$ cat config.mk
export PLATFORM = sky130hd
export DESIGN_NAME = hdc_fusion_scheduler
export DESIGN_NICKNAME = d
export VERILOG_FILES = /design/src/rtl/hdc_fusion_scheduler.sv
export SDC_FILE = /design/constraint.sdc
export NUM_CORES = 2
export LEC_CHECK = 0
export CAP_MARGIN = 40
export CORE_AREA = 2 2 354 356
export DETAILED_ROUTE_END_ITERATION = 6
export DIE_AREA = 0 0 356 358
export REMOVE_ABC_BUFFERS = 1
export SYNTH_ARGS = -nofsm -noshare
export SYNTH_HDL_FRONTEND = slang
export SYNTH_SLANG_ARGS = --single-unit
$ cat constraint.sdc
create_clock -name clk -period 6.55 [get_ports clk]
set_clock_uncertainty 0.05 [all_clocks]
set_input_delay 0.655 -clock clk [delete_from_list [all_inputs] [get_ports clk]]
set_output_delay 0.655 -clock clk [all_outputs]
set_load 0.02 [all_outputs]
$ cat src/rtl/hdc_fusion_scheduler.sv
// hdc_fusion_scheduler: collects an in-order feature frame from a serial
// sensor stream, issues it to one hdc_sensor_fusion engine on a period slot
// (or as soon as it is complete), drains the valence/arousal result and
// returns it tagged with the frame number and the measured engine latency.
// Only one frame is ever outstanding; missed period slots are counted.
module hdc_fusion_scheduler #(
  parameter  int NUM_CHANNEL   = 214,
  parameter  int CHANNEL_WIDTH = 4,
  parameter  int PERIOD_CYCLES = 100000,
  parameter  int TAG_WIDTH     = 8,
  parameter  int LAT_WIDTH     = 20,
  localparam int IDX_WIDTH     = (NUM_CHANNEL > 1) ? $clog2(NUM_CHANNEL) : 1,
  localparam int TIMER_WIDTH   = (PERIOD_CYCLES > 1) ? $clog2(PERIOD_CYCLES) : 1
) (
  input  logic                                 clk,
  input  logic                                 rst,
  input  logic                                 enable,
  input  logic                                 period_en,
  input  logic                                 ch_valid,
  output logic                                 ch_ready,
  input  logic [IDX_WIDTH-1:0]                 ch_idx,
  input  logic [CHANNEL_WIDTH-1:0]             ch_data,
  output logic [NUM_CHANNEL*CHANNEL_WIDTH-1:0] features_top,
  output logic                                 fin_valid,
  input  logic                                 fin_ready,
  input  logic                                 valence,
  input  logic                                 arousal,
  input  logic                                 dout_valid,
  output logic                                 dout_ready,
  output logic                                 res_valid,
  input  logic                                 res_ready,
  output logic                                 res_valence,
  output logic                                 res_arousal,
  output logic [TAG_WIDTH-1:0]                 res_tag,
  output logic [LAT_WIDTH-1:0]                 res_latency,
  output logic                                 err_seq,
  output logic [7:0]                           overrun_cnt
);

  typedef enum logic [2:0] {
    COLLECT   = 3'd0,
    WAIT_SLOT = 3'd1,
    ISSUE     = 3'd2,
    WAIT_RES  = 3'd3,
    DELIVER   = 3'd4
  } state_t;

  localparam logic [IDX_WIDTH-1:0]   LAST_IDX   = IDX_WIDTH'(NUM_CHANNEL - 1);
  localparam logic [TIMER_WIDTH-1:0] LAST_TICK  = TIMER_WIDTH'(PERIOD_CYCLES - 1);

  // Saturating increment for the latency counter.
  function automatic logic [LAT_WIDTH-1:0] lat_sat_inc(input logic [LAT_WIDTH-1:0] v);
    return (&v) ? v : v + LAT_WIDTH'(1);
  endfunction

  // Saturating increment for the overrun counter.
  function automatic logic [7:0] ovr_sat_inc(input logic [7:0] v);
    return (&v) ? v : v + 8'd1;
  endfunction

  state_t                               state_r, state_nx_s;
  logic [IDX_WIDTH-1:0]                 cnt_r;
  logic [NUM_CHANNEL*CHANNEL_WIDTH-1:0] frame_r;
  logic [TIMER_WIDTH-1:0]               timer_r;
  logic                                 token_r;
  logic [7:0]                           overrun_r;
  logic                                 err_seq_r;
  logic [TAG_WIDTH-1:0]                 tag_r;
  logic [LAT_WIDTH-1:0]                 lat_r;
  logic                                 ch_ready_r, fin_valid_r, dout_ready_r, res_valid_r;
  logic                                 res_valence_r, res_arousal_r;
  logic [TAG_WIDTH-1:0]                 res_tag_r;
  logic [LAT_WIDTH-1:0]                 res_latency_r;

  logic accept_s, drop_s, consume_s, fin_hs_s, dout_hs_s, res_hs_s, wrap_s;

  assign wrap_s = period_en && (timer_r == LAST_TICK);

  // Next-state decode and per-state handshake strobes.
  always_comb begin
    state_nx_s = state_r;
    accept_s   = 1'b0;
    drop_s     = 1'b0;
    consume_s  = 1'b0;
    fin_hs_s   = 1'b0;
    dout_hs_s  = 1'b0;
    res_hs_s   = 1'b0;
    case (state_r)
      COLLECT: begin
        if (ch_valid) begin
          if (ch_idx == cnt_r) begin
            accept_s = 1'b1;
            if (ch_idx == LAST_IDX) begin
              state_nx_s = WAIT_SLOT;
            end else begin
              state_nx_s = COLLECT;
            end
          end else begin
            drop_s = 1'b1;
          end
        end else begin
          state_nx_s = COLLECT;
        end
      end
      WAIT_SLOT: begin
        if (enable && (!period_en || token_r)) begin
          consume_s  = 1'b1;
          state_nx_s = ISSUE;
        end else begin
          state_nx_s = WAIT_SLOT;
        end
      end
      ISSUE: begin
        if (fin_ready) begin
          fin_hs_s   = 1'b1;
          state_nx_s = WAIT_RES;
        end else begin
          state_nx_s = ISSUE;
        end
      end
      WAIT_RES: begin
        if (dout_valid) begin
          dout_hs_s  = 1'b1;
          state_nx_s = DELIVER;
        end else begin
          state_nx_s = WAIT_RES;
        end
      end
      DELIVER: begin
        if (res_ready) begin
          res_hs_s   = 1'b1;
          state_nx_s = COLLECT;
        end else begin
          state_nx_s = DELIVER;
        end
      end
      default: begin
        state_nx_s = COLLECT;
      end
    endcase
  end

  // State register with handshake outputs registered from the next state.
  always_ff @(posedge clk or negedge rst) begin
    if (!rst) begin
      state_r      <= COLLECT;
      ch_ready_r   <= 1'b1;
      fin_valid_r  <= 1'b0;
      dout_ready_r <= 1'b0;
      res_valid_r  <= 1'b0;
    end else begin
      state_r      <= state_nx_s;
      ch_ready_r   <= (state_nx_s == COLLECT);
      fin_valid_r  <= (state_nx_s == ISSUE);
      dout_ready_r <= (state_nx_s == WAIT_RES);
      res_valid_r  <= (state_nx_s == DELIVER);
    end
  end

  // Frame assembly: in-order samples land in the frame, others raise err_seq.
  always_ff @(posedge clk or negedge rst) begin
    if (!rst) begin
      cnt_r     <= '0;
      frame_r   <= '0;
      err_seq_r <= 1'b0;
    end else begin
      if (accept_s) begin
        frame_r[int'(cnt_r)*CHANNEL_WIDTH +: CHANNEL_WIDTH] <= ch_data;
        cnt_r <= (cnt_r == LAST_IDX) ? '0 : cnt_r + IDX_WIDTH'(1);
      end
      if (drop_s) begin
        err_seq_r <= 1'b1;
      end
    end
  end

  // Period timer, slot token and missed-slot counting.
  always_ff @(posedge clk or negedge rst) begin
    if (!rst) begin
      timer_r   <= '0;
      token_r   <= 1'b0;
      overrun_r <= 8'd0;
    end else begin
      if (!period_en || wrap_s) begin
        timer_r <= '0;
      end else begin
        timer_r <= timer_r + TIMER_WIDTH'(1);
      end
      // A slot consumed on the wrap edge frees the token for the new slot.
      if (consume_s) begin
        token_r <= wrap_s;
      end else if (wrap_s) begin
        token_r <= 1'b1;
      end
      if (wrap_s && token_r && !consume_s) begin
        overrun_r <= ovr_sat_inc(overrun_r);
      end
    end
  end

  // Engine latency measurement, result capture and frame tag.
  always_ff @(posedge clk or negedge rst) begin
    if (!rst) begin
      lat_r         <= '0;
      tag_r         <= '0;
      res_valence_r <= 1'b0;
      res_arousal_r <= 1'b0;
      res_tag_r     <= '0;
      res_latency_r <= '0;
    end else begin
      if (fin_hs_s) begin
        lat_r <= '0;
      end else if (state_r == WAIT_RES) begin
        lat_r <= lat_sat_inc(lat_r);
      end
      // The capture edge itself is one more clock of latency.
      if (dout_hs_s) begin
        res_valence_r <= valence;
        res_arousal_r <= arousal;
        res_tag_r     <= tag_r;
        res_latency_r <= lat_sat_inc(lat_r);
      end
      if (res_hs_s) begin
        tag_r <= tag_r + TAG_WIDTH'(1);
      end
    end
  end

  assign ch_ready     = ch_ready_r;
  assign fin_valid    = fin_valid_r;
  assign dout_ready   = dout_ready_r;
  assign res_valid    = res_valid_r;
  assign features_top = frame_r;
  assign res_valence  = res_valence_r;
  assign res_arousal  = res_arousal_r;
  assign res_tag      = res_tag_r;
  assign res_latency  = res_latency_r;
  assign err_seq      = err_seq_r;
  assign overrun_cnt  = overrun_r;

endmodule

== Yosys cells after proc, flatten, opt, wreduce, memory -nomap -nowiden ==
Cells that the tools add are included.
W data, S select, Z words.

* Add/subtract/negate cells: 6
* Eq/ne operators: 11
* Shift operators: 2
* Mux-type cells: 30
* Bitwise logic cells: 1
* Reduce and logical (&&, ||, !) cells: 15

{| class="wikitable"
|+ Operators by type and width
! cell !! count
|-
| $bwmux W856 || 1
|-
| $shift A4 B33 Y856 const A || 1
|-
| $shiftx A4 B33 Y856 || 1
|-
| $mux W20 || 3
|-
| $neg A10 Y33 || 1
|-
| $add A8 B1 Y8 const B || 3
|-
| $add A20 B1 Y20 const B || 1
|-
| $reduce_and A20 Y1 || 1
|-
| $mux W1 || 18
|-
| $add A17 B1 Y17 const B || 1
|-
| $eq A17 B17 Y1 const B || 1
|-
| $mux W17 || 1
|-
| $eq A8 B8 Y1 const B || 2
|-
| $pmux W3 S5 || 1
|-
| $eq A3 B2 Y1 const B || 4
|-
| $mux W3 || 4
|-
| $eq A8 B8 Y1 || 1
|-
| $mux W8 || 1
|-
| $reduce_and A8 Y1 || 1
|-
| $eq A3 B3 Y1 const B || 2
|-
| $logic_not A3 Y1 || 2
|-
| $logic_and A1 B1 Y1 || 4
|-
| $reduce_bool A2 Y1 || 2
|-
| $eq A3 B1 Y1 const B || 1
|-
| 5 further kinds || 7
|}

* Register bits: 956

== Depth between registers and ports, before layout ==
* Word-level depth: 8
* Mapped depth: 14
* Depth with buffers taken out: 9

== Least setup slack after synthesis ==
No wires, ideal clock.

* Path kind: register to register
* Start point: reg cnt_r[1]
* End point: reg frame_r[248], in the netlist features_top[248]
* Data arrival time: 3605 ps
* Data required time: 6375 ps
* Slack: 2771 ps
* Stages on the path, launching flop included: 13
* Buffers on the path: 3
* Clock period less this slack: 3779 ps
* Cell sequence: dfrtp_1 > buf_4 > nor3_1 > nand2_1 > clkbuf_1 > nor2_1 > ha_1 > inv_1 > a21oi_1 > nand2_2 > buf_2 > nor3_1 > mux2_2

* Cells in the longest elaborated chain, start to end: 4
* Elaborated cells between the ends (all ways): 8
* Those cells by class: 1 x add/sub; 1 x eq/ne; 2 x shift; 4 x mux

{| class="wikitable"
|+ Ends and longest elaborated chain
! element !! line !! text
|-
| start: declaration || 62 || <nowiki>logic [IDX_WIDTH-1:0] cnt_r;</nowiki>
|-
| start signal: assignment || 169 || <nowiki>cnt_r <= (cnt_r == LAST_IDX) ? '0 : cnt_r + IDX_WIDTH'(1);</nowiki>
|-
| branches (longest 4 deep; another with $neg A10 Y33) || - ||
|-
| end signal: indexed assignment || 168 || <nowiki>frame_r[int'(cnt_r)*CHANNEL_WIDTH +: CHANNEL_WIDTH] <= ch_data;</nowiki>
|-
| end: declaration || 63 || <nowiki>logic [NUM_CHANNEL*CHANNEL_WIDTH-1:0] frame_r;</nowiki>
|}

Several ways; the timed one is not identified.
A chain may end at the register's enable or synchronous reset.

== Worst setup path in the final report ==
* Start point: reg cnt_r[3]
* End point: reg frame_r[244], in the netlist features_top[244]

The elaborated chain is that of the path after synthesis.

==> metrics.md <==
| Metric | Value |
|---|---|
| Post-synth cell types | 80 |
| Iteration-0 DRC count of the detailed router | 2034 |
| Transition time at the pin with the least slew margin | 1.07 ns |
| Clock insertion delay at the later pin of the skew report | 0.69 ns |
| Vias | 29856 |
| Count of cells resized by post-cts repair | 0 |
| DP HPWL | 126000 um |
| Achievable frequency | 214 MHz |
| Starting density of the core | 34.1% |
| Violated checks | negative hold slack |
| Routed length on met1 | 69700 um |
| Number of post-CTS setup repair buffers | 0 |
| Chain of cells forming the critical path | nor3_2 > nand2_1 > buf_4 > nor2_1 > ha_1 > inv_1 > a21oi_2 > nand2_2 > buf_4 > nor3_1 > mux2_2 |
| Worst min-delay path category | in -> async |
| Fill count | 11183 |
| Final hold violations | 5 |
| Port-buffer cells | 920 |
| Number of enable-type register cells in the synthesized netlist | 0 |
| Max-slew violations | 0 |
| Max clock buf depth | 3 |
| Detail Route Antenna Nets | 0 |
| H-tree Lvls | 3 |
| Worst hold margin | -0.0235 ns |
| Final Critical Period | 4.67 ns |
| Rows | 129 |
| Total DRC errors in the routed layout | 0 |
| Hold buffer count at cts | 0 |
| Final design area excluding fillers | 0.0574 mm^2 |
| Via count of the first global-routing pass | 30853 |
| TritonCTS clock tree | yes |
| Type of element launching the critical path | flip-flop |
| Worst Path Arrival | 5.19 ns |
| Worst vdd ir | 0.211 mV |
| IO Pins | 921 |
| Per-instance average area after synthesis | 13.8 um^2 |
| Die X-Extent | 356 um |
| Async set-or-reset flop fraction in the synthesized netlist | 100% |
| Wirelength per Cell | 30.4 um |
| Global-route usage over all layers | 26.5% |
| Cell repeated most along the worst path | buf_4 |
| Longest individual stage delay on the worst path | 0.66 ns |
| Largest net degree at the start of global routing | 159 |
| Via-per-instance ratio | 5.25 |
| Number of antenna violations at the first check in global routing | 12 |
| Aggregate negative setup slack | 0 ns |
| Worst path slowest cell | a21oi_2 |
| Layout Area Growth over Synthesis | 36.8% |
| Root buf cell | clkbuf_16 |
| Aggregate routed wire length | 173000 um |
| Leakage power figure | 25.9 nW |
| Count of warnings emitted by yosys | 0 |
| Wire length of the first global-routing pass | 241000 um |
| Max-cap violation count | 0 |
| Wire length on met2 | 83900 um |
| Cell type group with the largest total delay on the critical path | simple AND/OR/NAND/NOR gates |
| Seq cells post-synth | 956 |
| Buffers plus inverters on the worst setup path | 3 |
| Nature of the critical path endpoint | flip-flop |
| Sequential cell area fraction in the yosys report | 57.0% |
| CP Data Required Time | 7.08 ns |
| Cts bufs inserted | 107 |
| Dpl cell area | 0.0537 mm^2 |
| Ratio of cells with drive above 1 in the final layout | 33.3% |
| Clock Sink Count | 956 |
| Vertical die dimension | 358 um |
| CP max FO | 15 |
| Met3 WL post-DR | 13100 um |
| Overall power consumption | 13.5 mW |
| Top Metal Used | met5 |
| Outcome | finished with violations |
| Most used flip-flop cell after synthesis | dfrtp_1 |
| GPL Wtd Cong | 0.841 |
| Tcrit/Tclk final | 71.3% |
| Setup repair after global routing missed its margin | false |
| Global route overflow | 0 |
| Worst slew slack as a fraction of its limit | 28.9% |
| Placeable core area | 0.123 mm^2 |
| Number of nets in the final layout | 3987 |
| Number of instances in the synthesized netlist | 3034 |
| Worst setup path class | reg -> reg |
| Cell Area, Synth | 0.0420 mm^2 |
| Clock-pin slew on the worst setup and hold paths | 0.06 ns |
| Count of final setup violators | 0 |
| Cell Pwr Density | 235 mW/mm^2 |
| Number of optimization iterations in the first detailed-route pass | 6 |
| Die area | 0.127 mm^2 |
==> worst reg2reg max path, cell delays in order, from the launching register on <==
cell     delay (ns)
dfrtp_1        0.54
nor3_2         0.59
nand2_1        0.12
buf_4          0.23
nor2_1         0.13
ha_1           0.29
inv_1          0.25
a21oi_2        0.66
nand2_2        0.21
buf_4          0.39
nor3_1         0.66
mux2_2         0.41
==> per-stage QoR <==
| stage | worst slack, ns | hold WS, ns | instances | util [%] |
|---|---|---|---|---|
| final | 1.88 | -0.0235 | 5689 | 46.6 |
| after CTS | 1.95 | 0.0296 | 5682 | 46.6 |
| after global placement | 1.42 | 0.410 | 5454 | 43.2 |
| after global routing | 1.72 | 0.0253 | 5682 | 46.6 |
| after floorplan | -3.94 | 0.309 | 2829 | - |
| after detailed placement | 1.95 | 0.422 | 5485 | 43.5 |
==> layout make-up <==
| type | instances | area (um^2) | area share [%] |
|---|---|---|---|
| flip-flops and latches | 956 | 23900 | 41.7 |
| clock inverters | 42 | 542 | 0.943 |
| well taps | 1637 | 2050 | 3.57 |
| clock buffers | 155 | 3210 | 5.59 |
| repair buffers | 1019 | 10200 | 17.8 |
| diodes | 7 | 17.5 | 0.0305 |
| inverters | 18 | 67.6 | 0.118 |
| multi-input cells | 1855 | 17400 | 30.3 |
==> where the power goes <==
part | leakage [nW] | switching, mW | total (mW) | internal, mW
Combinational | 10.7 | 0.704 | 0.983 | 0.279
Sequential | 13.3 | 0.125 | 6.13 | 6.01
Clock | 1.86 | 2.60 | 6.40 | 3.80
Total | 25.9 | 3.43 | 13.5 | 10.1
==> logic make-up after synthesis <==
group / share of synthesized area [%]
mux: 23.4
simple gates: 13.2
buf+inv: 2.42
xor+xnor: 1.19
flops: 57.0
compound gates: 2.58
fa+ha+maj: 0.238
==> cells in the mapped netlist, types with 7 or more instances <==
| library cell | instances | share of area, % |
|---|---|---|
| dfrtp_1 | 955 | 57 |
| mux2_2 | 845 | 23 |
| nor2_1 | 187 | 1.7 |
| clkbuf_1 | 104 | 0.93 |
| nor3_1 | 102 | 1.2 |
| nand2_1 | 77 | 0.69 |
| nor4_4 | 76 | 3.8 |
| buf_2 | 58 | 0.69 |
| o21ai_0 | 51 | 0.61 |
| nand3_1 | 43 | 0.51 |
| nor4_2 | 39 | 1.2 |
| nor3_2 | 38 | 0.91 |
| nand4_1 | 32 | 0.48 |
| and3_1 | 31 | 0.46 |
| xnor2_1 | 31 | 0.65 |
| a21oi_1 | 29 | 0.35 |
| or4_1 | 28 | 0.50 |
| nor4_1 | 26 | 0.39 |
| xor2_1 | 26 | 0.54 |
| buf_1 | 21 | 0.19 |
| inv_1 | 18 | 0.16 |
| or3_1 | 18 | 0.27 |
| mux2_1 | 17 | 0.46 |
| buf_4 | 16 | 0.29 |
| a31oi_1 | 15 | 0.22 |
| and2_1 | 15 | 0.22 |
| nand2b_1 | 11 | 0.16 |
| a21o_1 | 10 | 0.18 |
| ha_1 | 8 | 0.24 |
| o2111ai_1 | 8 | 0.17 |
| nor2b_1 | 7 | 0.10 |
| or2_2 | 7 | 0.10 |
==> flip-flops by register name, indices dropped and copies added (netlist names) <==
register / flops
res_arousal: 1
err_seq: 1
features_top: 856
overrun_cnt: 8
res_valence: 1
fin_valid: 1
token_r: 1
tag_r: 8
cnt_r: 8
res_latency: 20
ch_ready: 1
res_tag: 8
lat_r: 20
timer_r: 17
dout_ready: 1
state_r: 3
res_valid: 1
==> per-layer routing <==
layer	global-route usage, %	vias to the layer above
met1	33.0	15663
met4	9.16	12
li1	-	12849
met5	0	-
met2	44.3	1081
met3	7.31	251
==> cell usage in the layout (no fill, tap or decap), types with 27 or more instances in the layout <==
| master | n |
|---|---|
| a21oi_1 | 27 |
| and3_1 | 31 |
| buf_4 | 68 |
| clkbuf_16 | 109 |
| clkbuf_8 | 31 |
| clkdlybuf4s50_1 | 916 |
| dfrtp_1 | 955 |
| mux2_2 | 845 |
| nand2_1 | 73 |
| nand3_1 | 40 |
| nand4_1 | 32 |
| nor2_1 | 181 |
| nor3_1 | 98 |
| nor3_2 | 42 |
| nor4_2 | 39 |
| nor4_4 | 76 |
| o21ai_0 | 48 |
| or4_1 | 28 |
| xnor2_1 | 30 |
==> worst paths after layout <==
kind                       depth (start not counted)           endpoint  slack [ns]            start
max in group asynchronous                          2   features_top[66]        4.75              rst
hold / removal                                     1  features_top[659]       -0.02              rst
min in group clk                                   2    res_latency[16]        0.43  res_latency[16]
hold reg to reg                                    2    res_latency[16]        0.43  res_latency[16]
setup reg to reg                                  11  features_top[244]        1.88         cnt_r[3]
setup / recovery                                  11  features_top[244]        1.88         cnt_r[3]
Power figures use the tool's default switching activity.
